===== src/rtl/branch_predictor.sv =====
// ID-stage branch predictor: a table of 2-bit saturating counters indexed by pc[IDX_W+1:2],
// trained from EX. Optional performance counters are enabled with `define BRANCH_PREDICTOR_PERF_EN.
module branch_predictor #(
  parameter int         IDX_W      = 4,
  parameter logic [1:0] INIT_STATE = 2'b11
) (
  input  logic        clk_i,
  input  logic        rst_i,
  input  logic        id_branch_i,
  input  logic [31:0] id_pc_i,
  input  logic [31:0] id_imm_i,
  output logic        predict_o,
  output logic [31:0] T_pc_o,
  output logic [31:0] NT_pc_o,
  input  logic        ex_branch_i,
  input  logic [31:0] ex_pc_i,
  input  logic        ex_taken_i,
  input  logic        ex_predict_i,
  input  logic [31:0] ex_T_pc_i,
  input  logic [31:0] ex_NT_pc_i,
  output logic        flush_o,
  output logic [31:0] redirect_pc_o
`ifdef BRANCH_PREDICTOR_PERF_EN
  ,
  output logic [31:0] perf_branch_o,
  output logic [31:0] perf_mispredict_o
`endif
);

  typedef enum logic [1:0] {
    SNT = 2'b00,
    WNT = 2'b01,
    WT  = 2'b10,
    ST  = 2'b11
  } ctr_e;

  localparam int ENTRIES = 2 ** IDX_W;

  ctr_e             cnt_q [ENTRIES];
  ctr_e             cnt_next;
  ctr_e             id_ctr;
  logic [IDX_W-1:0] id_idx;
  logic [IDX_W-1:0] ex_idx;
  logic             unused_ex_pc_bits;

  assign id_idx            = id_pc_i[IDX_W+1:2];
  assign ex_idx            = ex_pc_i[IDX_W+1:2];
  assign id_ctr            = cnt_q[id_idx];
  assign unused_ex_pc_bits = ^{ex_pc_i[31:IDX_W+2], ex_pc_i[1:0]};

  // Only the entry selected by the EX branch is written; ID reads see the pre-update value.
  always_ff @(posedge clk_i) begin
    if (rst_i) begin
      for (int i = 0; i < ENTRIES; i++) begin
        cnt_q[i] <= ctr_e'(INIT_STATE);
      end
    end else if (ex_branch_i) begin
      cnt_q[ex_idx] <= cnt_next;
    end
  end

  always_comb begin
    cnt_next = cnt_q[ex_idx];
    case (cnt_q[ex_idx])
      SNT:     cnt_next = ex_taken_i ? WNT : SNT;
      WNT:     cnt_next = ex_taken_i ? WT  : SNT;
      WT:      cnt_next = ex_taken_i ? ST  : WNT;
      ST:      cnt_next = ex_taken_i ? ST  : WT;
      default: cnt_next = cnt_q[ex_idx];
    endcase
  end

  always_comb begin
    predict_o     = id_branch_i & id_ctr[1];
    T_pc_o        = id_pc_i + id_imm_i;
    NT_pc_o       = id_pc_i + 32'd4;
    flush_o       = ex_branch_i & (ex_taken_i ^ ex_predict_i);
    redirect_pc_o = '0;
    if (flush_o) begin
      redirect_pc_o = ex_taken_i ? ex_T_pc_i : ex_NT_pc_i;
    end
  end

`ifdef BRANCH_PREDICTOR_PERF_EN
  always_ff @(posedge clk_i) begin
    if (rst_i) begin
      perf_branch_o     <= '0;
      perf_mispredict_o <= '0;
    end else begin
      if (ex_branch_i) perf_branch_o     <= perf_branch_o + 32'd1;
      if (flush_o)     perf_mispredict_o <= perf_mispredict_o + 32'd1;
    end
  end
`endif

endmodule

===== config.mk =====
export PLATFORM = sky130hd
export DESIGN_NAME = branch_predictor
export DESIGN_NICKNAME = d
export VERILOG_FILES = /design/src/rtl/branch_predictor.sv
export SDC_FILE = /design/constraint.sdc
export NUM_CORES = 1
export LEC_CHECK = 0
export CAP_MARGIN = 20
export CORE_UTILIZATION = 39
export CTS_CLUSTER_DIAMETER = 80
export DETAILED_ROUTE_END_ITERATION = 8
export PLACE_DENSITY = 0.82
export SYNTH_ARGS = -nofsm -noshare
export SYNTH_HDL_FRONTEND = slang
export SYNTH_SLANG_ARGS = --single-unit

===== constraint.sdc =====
create_clock -name clk_i -period 3.8 [get_ports clk_i]
set_clock_uncertainty 0.05 [all_clocks]
set_input_delay 0.38 -clock clk_i [delete_from_list [all_inputs] [get_ports clk_i]]
set_output_delay 0.38 -clock clk_i [all_outputs]
set_load 0.02 [all_outputs]

==> results of run 1 <==
## worst paths after layout
| kind | to | cells past startpoint | start |
|---|---|---|---|
| worst max-delay path | T_pc_o[17] | 11 | id_pc_i[1] |
| worst min-delay path | cnt_q[7][0] | 6 | ex_branch_i |
| worst max register to register | cnt_q[10][1] | 5 | cnt_q[14][0] |
| worst min register to register | cnt_q[13][0] | 5 | cnt_q[8][1] |
## power groups by stage
stage / Clock [mW] / Combinational [mW] / Sequential (mW)
2_1_floorplan: 0 / 0.493 / 0.396
3_3_place_gp: 0 / 0.989 / 0.396
3_5_place_dp: 0 / 1.00 / 0.396
4_1_cts: 0.244 / 0.995 / 0.388
5_1_grt: 0.253 / 1.06 / 0.388
6_report: 0.240 / 0.995 / 0.388
## per-stage QoR
step                      TNS [ns]  hold slack, ns  setup WS (ns)
after floorplan                  0          0.5503         0.5251
after global placement      -2.855           1.269        -0.5496
after detailed placement    -3.207           1.277        -0.6278
after CTS                        0          0.9874       0.001151
after global routing      -0.01605           1.077       -0.01605
final                            0           1.005        0.08889
## logic make-up after synthesis
logic type / synth area share (%)
xor+xnor: 11.98
simple gates: 22.55
buf+inv: 4.266
compound gates: 12.97
flops: 22.29
mux: 15.67
fa+ha+maj: 10.27
## cells in the final DEF, fill, tap and decap left out, types with 2 or more instances in the layout
master           instances
a211oi_1                 5
a21o_1                   8
a21oi_1                 29
a31oi_1                  5
and2_1                   6
and3_1                   6
and4_1                   3
buf_4                   50
clkbuf_1                 2
clkbuf_2                 2
clkbuf_8                 5
clkdlybuf4s50_1        218
dlygate4sd2_1            5
dlymetal6s2s_1           7
edfxtp_1                32
ha_1                    31
inv_1                    8
maj3_2                   2
mux2i_1                 33
mux4_1                   5
mux4_2                   9
nand2_1                 75
nand2b_1                 3
nand3_1                 15
nand4_1                  6
nor2_1                  71
nor2b_1                  2
nor3_1                   7
o211ai_1                 5
o21ai_0                 16
o21bai_1                 4
o31ai_1                  4
or2_2                   16
or2b_2                   2
or3_1                    2
xnor2_1                 35
xor2_1                  24
## routing by layer
metal / global-route usage [%] / vias to the layer above / routed length, um
met4: 10.76 / 0 / 495
li1: - / 2378 / -
met3: 4.377 / 34 / 1168
met5: 0 / - / 0
met1: 25.12 / 2246 / 5259
met2: 49.54 / 252 / 7821
## worst max-delay path, cell delays in order
cell and delay, ns:
clkdlybuf4s50_1 0.47, buf_4 0.17, ha_1 0.30, a211oi_1 0.20, o21ai_0 0.16, o211ai_1 0.32
nand3_1 0.16, buf_4 0.17, a21oi_1 0.18, xnor2_1 0.13, clkdlybuf4s50_1 0.63
## what timing repair did
action / in CTS / in global routing
pin swaps: 1 / 3
setup buffers: 0 / 2
hold buffers: 0 / 0
gates cloned: 0 / 0
endpoints found under the setup margin: 9 / 16
gates resized for setup: 17 / 16
## cell type report
class                   instances  area (um2)
clock buffers                   7       76.32
clock inverters                 1       3.754
fillers                       878        3660
inverters                       8       30.03
multi-input cells             447        3183
flip-flops and latches         32       960.9
well taps                     140       175.2
repair buffers                283        2704
==> flow_summary.yaml, run 1 <==
critical_path:
  worstPathRequired_ns: 3.37
  reg2reg_slack_ns: 1.47
  critical_path_class: "input port to output pin"
  critPathLaunchType: "input port"
  crit_fanout: 3
  cp-end-kind: "output pin"
  arrival_ns: 3.28
clocking:
  root_buffer: "clkbuf_8"
  clock_sinks: 32
  clk_path_buf_depth: 2
  clkTransAtPathRegs_ns: 0.06
  numCtsBuffers: 5
  insertion_delay_ns: 0.28
  h-tree-depth: 2
  cts_tree: "built"
detailed_routing:
  vias_per_cell: 5.349
  drc: 0
  wl_per_cell_um: 16.06
  num_vias: 4910
  first_pass_iters: 4
  drtIter0Drc: 287
  antenna_left: 0
  wl_um: 14750
logic_synthesis:
  syn-cell-area_mm2: 0.004312
  avgSynthCellArea_um2: 8.471
  yosysWarnings: 0
  seq_area_frac_synth_pct: 22.29
  synth.area.top_cells: "edfxtp_1, ha_1, mux2i_1, xnor2_1, nand2_1"
  synth_top_cell_by_area: "edfxtp_1"
  async_flop_share_pct: 0
  synth_edf_count: 32
  synth_nets: 708
  syn_inst: 509
  synth_top_area_share_pct: 22.29
  synthFlopType: "edfxtp_1"
  synth-seq-cells: 32
  synthTopCellsByCount: "nand2_1, nor2_1, xnor2_1"
  yosysMostFrequentCell: "nand2_1"
  synth.distinct_cells: 53
die:
  core_mm2: 0.01079
  die_w_um: 107.1
  die_area_mm2: 0.01148
  ios: 264
  die_y_um: 107.1
  start_util_pct: 39.95
  num_rows: 38
finish:
  final_nets: 976
  antennaDiodeCount: 0
  postLayoutCoreUtil_pct: 66.09
  largestRegisters: "cnt_q x32"
  layout-drive-gt1-share_pct: 12.08
  fin_cells: 918
  largest_register: "cnt_q"
  largest_reg_flops: 32
  stdcell_area_mm2: 0.007133
  area_growth_pct: 65.44
timing:
  final_max_slew_viol_count: 0
  fin_crit_sh_pct: 97.66
  slew_headroom_pct: 34.10
  period_needed_ns: 3.711
  timing.fmax_ghz: 0.2695
  tightest_slew_ns: 0.9862
  setup_viol: 0
  hold_violations: 0
flow_run:
  maxCapViolations: 0
status:
  outcome: "completed"
power_and_ir_drop:
  vdd_drop_max_uv: 186.8
  power_leakage_nw: 2.779
  combPwrFrac_pct: 61.3
  finalPower_mw: 1.624
  pwr-share-seq_pct: 23.9
  p_int_mw: 1.019
  clkPwrFrac_pct: 14.8
  p_per_area_mw_per_mm2: 227.7
  switchingPower_mw: 0.6048
  p_sw_share_pct: 37.24
global_routing:
  grt_use_total_pct: 24.98
  first_global_vias: 4864
  grt_pass1_wl_um: 22630
  globalRouteOverflowTotal: 0
  grt_max_degree: 34
  grt_antenna_before_repair: 0
placement:
  postPlaceCellArea_mm2: 0.007025
  hpwl_um: 12640
  dp.cells: 908
  gp_congestion: 0.8896
  io_buffer_count: 235
min_path:
  hp-class: "input port to register"
No activity file was read; power rests on OpenSTA's default activity.
==> inputs of run 2 (changes only) <==
--- a/config.mk
+++ b/config.mk
@@ -10,6 +10,7 @@
 export CTS_CLUSTER_DIAMETER = 80
 export DETAILED_ROUTE_END_ITERATION = 8
 export PLACE_DENSITY = 0.82
+export RECOVER_POWER = 25
 export SYNTH_ARGS = -nofsm -noshare
 export SYNTH_HDL_FRONTEND = slang
 export SYNTH_SLANG_ARGS = --single-unit
==> run 2 against run 1 <==
Against the previous run:
- total power fell by 0.16%
- core utilization unchanged
- sequential share of layout area stayed put
- sequential power about the same
==> flow_summary.yaml, run 2 (same netlist as run 1, synthesis figures left out) <==
clocking:
  numCtsBuffers: 5
  cts_tree: "built"
  clk_path_buf_depth: 2
  h-tree-depth: 2
  root_buffer: "clkbuf_8"
  postCtsHoldBufs: 0
  insertion_delay_ns: 0.28
  clock_sinks: 32
  clkTransAtPathRegs_ns: 0.06
power_and_ir_drop:
  finalPower_mw: 1.622
  p_sw_share_pct: 37.34
  power_leakage_nw: 2.781
  pwr-share-seq_pct: 23.9
  p_int_mw: 1.016
  vdd_drop_max_uv: 187.1
  p_per_area_mw_per_mm2: 227.3
  switchingPower_mw: 0.6055
  clkPwrFrac_pct: 14.9
  combPwrFrac_pct: 61.1
die:
  ios: 264
  start_util_pct: 39.95
  die_w_um: 107.1
  die_area_mm2: 0.01148
  core_mm2: 0.01079
  die_y_um: 107.1
  num_rows: 38
global_routing:
  grt_max_degree: 34
  first_global_vias: 4864
  grt_pass1_wl_um: 22630
  grt_antenna_before_repair: 0
  globalRouteOverflowTotal: 0
  grt_use_total_pct: 24.98
finish:
  largest_register: "cnt_q"
  area_growth_pct: 65.44
  antennaDiodeCount: 0
  layout-drive-gt1-share_pct: 12.08
  largestRegisters: "cnt_q x32"
  final_cell_mix: "clkdlybuf4s50_1, nand2_1, nor2_1"
  final_common_cell: "clkdlybuf4s50_1"
  final_nets: 976
  fin_cells: 918
  largest_reg_flops: 32
critical_path:
  critical_path_class: "input port to output pin"
  worstPathRequired_ns: 3.37
  critPathLaunchType: "input port"
  arrival_ns: 3.28
  r2r-start: "cnt_q[14][0]"
  reg2regPathDepth: 5
  cp-startpoint: "id_pc_i[1]"
  cp-end-kind: "output pin"
  critical_path.endpoint: "T_pc_o[17]"
  reg2reg_slack_ns: 1.47
  crit_fanout: 3
  r2r-end: "cnt_q[10][1]"
timing:
  hold_ws_ns: 0.9932
  period_needed_ns: 3.712
  hold_violations: 0
  final_max_slew_viol_count: 0
  fin_crit_sh_pct: 97.69
  slew_headroom_pct: 34.28
  tightest_slew_ns: 0.9834
  setup_viol: 0
  timing.fmax_ghz: 0.2694
placement:
  io_buffer_count: 235
  dp.cells: 908
  gp_congestion: 0.8896
  hpwl_um: 12640
detailed_routing:
  drc: 0
  first_pass_iters: 4
  vias_per_cell: 5.357
  num_vias: 4918
  antenna_left: 0
  wl_per_cell_um: 16.08
  wl_um: 14760
  drtIter0Drc: 282
status:
  outcome: "completed"
flow_run:
  maxCapViolations: 0
min_path:
  hp-class: "input port to register"
run 2: changes by cell type in the layout (fill, tap and decap cells not counted), sizes merged:
cell / delta
dlygate4sd3: +10
clkdlybuf4s50: -10
run 2: how the worst min path moves through the flow:
| stage | slack (ns) | to | from | cells past startpoint |
|---|---|---|---|---|
| floorplan | 0.55 | cnt_q[14][0] | rst_i | 1 |
| global placement | 1.27 | cnt_q[7][1] | ex_branch_i | 6 |
| detailed placement | 1.28 | cnt_q[7][0] | ex_branch_i | 6 |
| CTS | 0.99 | cnt_q[7][0] | ex_branch_i | 6 |
| global route | 1.08 | cnt_q[4][1] | ex_branch_i | 6 |
| finish | 0.99 | cnt_q[6][0] | ex_branch_i | 6 |
run 2: power by group through the flow:
stage	clock [mW]	sequential [mW]	combinational (mW)
final	0.242	0.388	0.991
after global placement	0	0.396	0.989
after detailed placement	0	0.396	1.00
after floorplan	0	0.396	0.493
after global routing	0.253	0.388	1.06
after CTS	0.244	0.388	0.995
run 2: routing by layer:
layer | global-route usage (%) | vias up | share of wire (%)
met3 | 4.377 | 32 | 7.8
met4 | 10.76 | 0 | 3.3
met1 | 25.12 | 2251 | 36
met5 | 0 | - | 0
li1 | - | 2379 | -
met2 | 49.54 | 256 | 53
run 2: worst max-delay path: stages:
cell             delay, ns
clkdlybuf4s50_1       0.47
buf_4                 0.17
ha_1                  0.30
a211oi_1              0.20
o21ai_0               0.16
o211ai_1              0.32
nand3_1               0.16
buf_4                 0.17
a21oi_1               0.18
xnor2_1               0.13
clkdlybuf4s50_1       0.63
run 2: metrics by stage:
| step | setup TNS, ns | setup slack [ns] | util, % | instance area (um2) |
|---|---|---|---|---|
| after detailed placement | -3.207 | -0.6278 | 65.09 | 7025 |
| after global placement | -2.855 | -0.5496 | 65.09 | 7025 |
| final | 0 | 0.08769 | 66.09 | 7133 |
| after CTS | 0 | 0.001151 | 65.82 | 7104 |
| after global routing | -0.01502 | -0.01502 | 66.09 | 7133 |
| after floorplan | 0 | 0.5251 | - | 4312 |
run 2: final cells by class:
type                            instances  area [um2]
Tap cell                              140       175.2
Multi-Input combinational cell        447        3183
Timing Repair Buffer                  283        2704
Clock buffer                            7       76.32
Inverter                                8       30.03
Sequential cell                        32       960.9
Clock inverter                          1       3.754
Fill cell                             878        3660
run 2: what timing repair did:
action	in CTS	in global routing
setup endpoints to repair	9	16
gates resized for setup	17	16
pin swaps	1	3
setup buffers	0	2
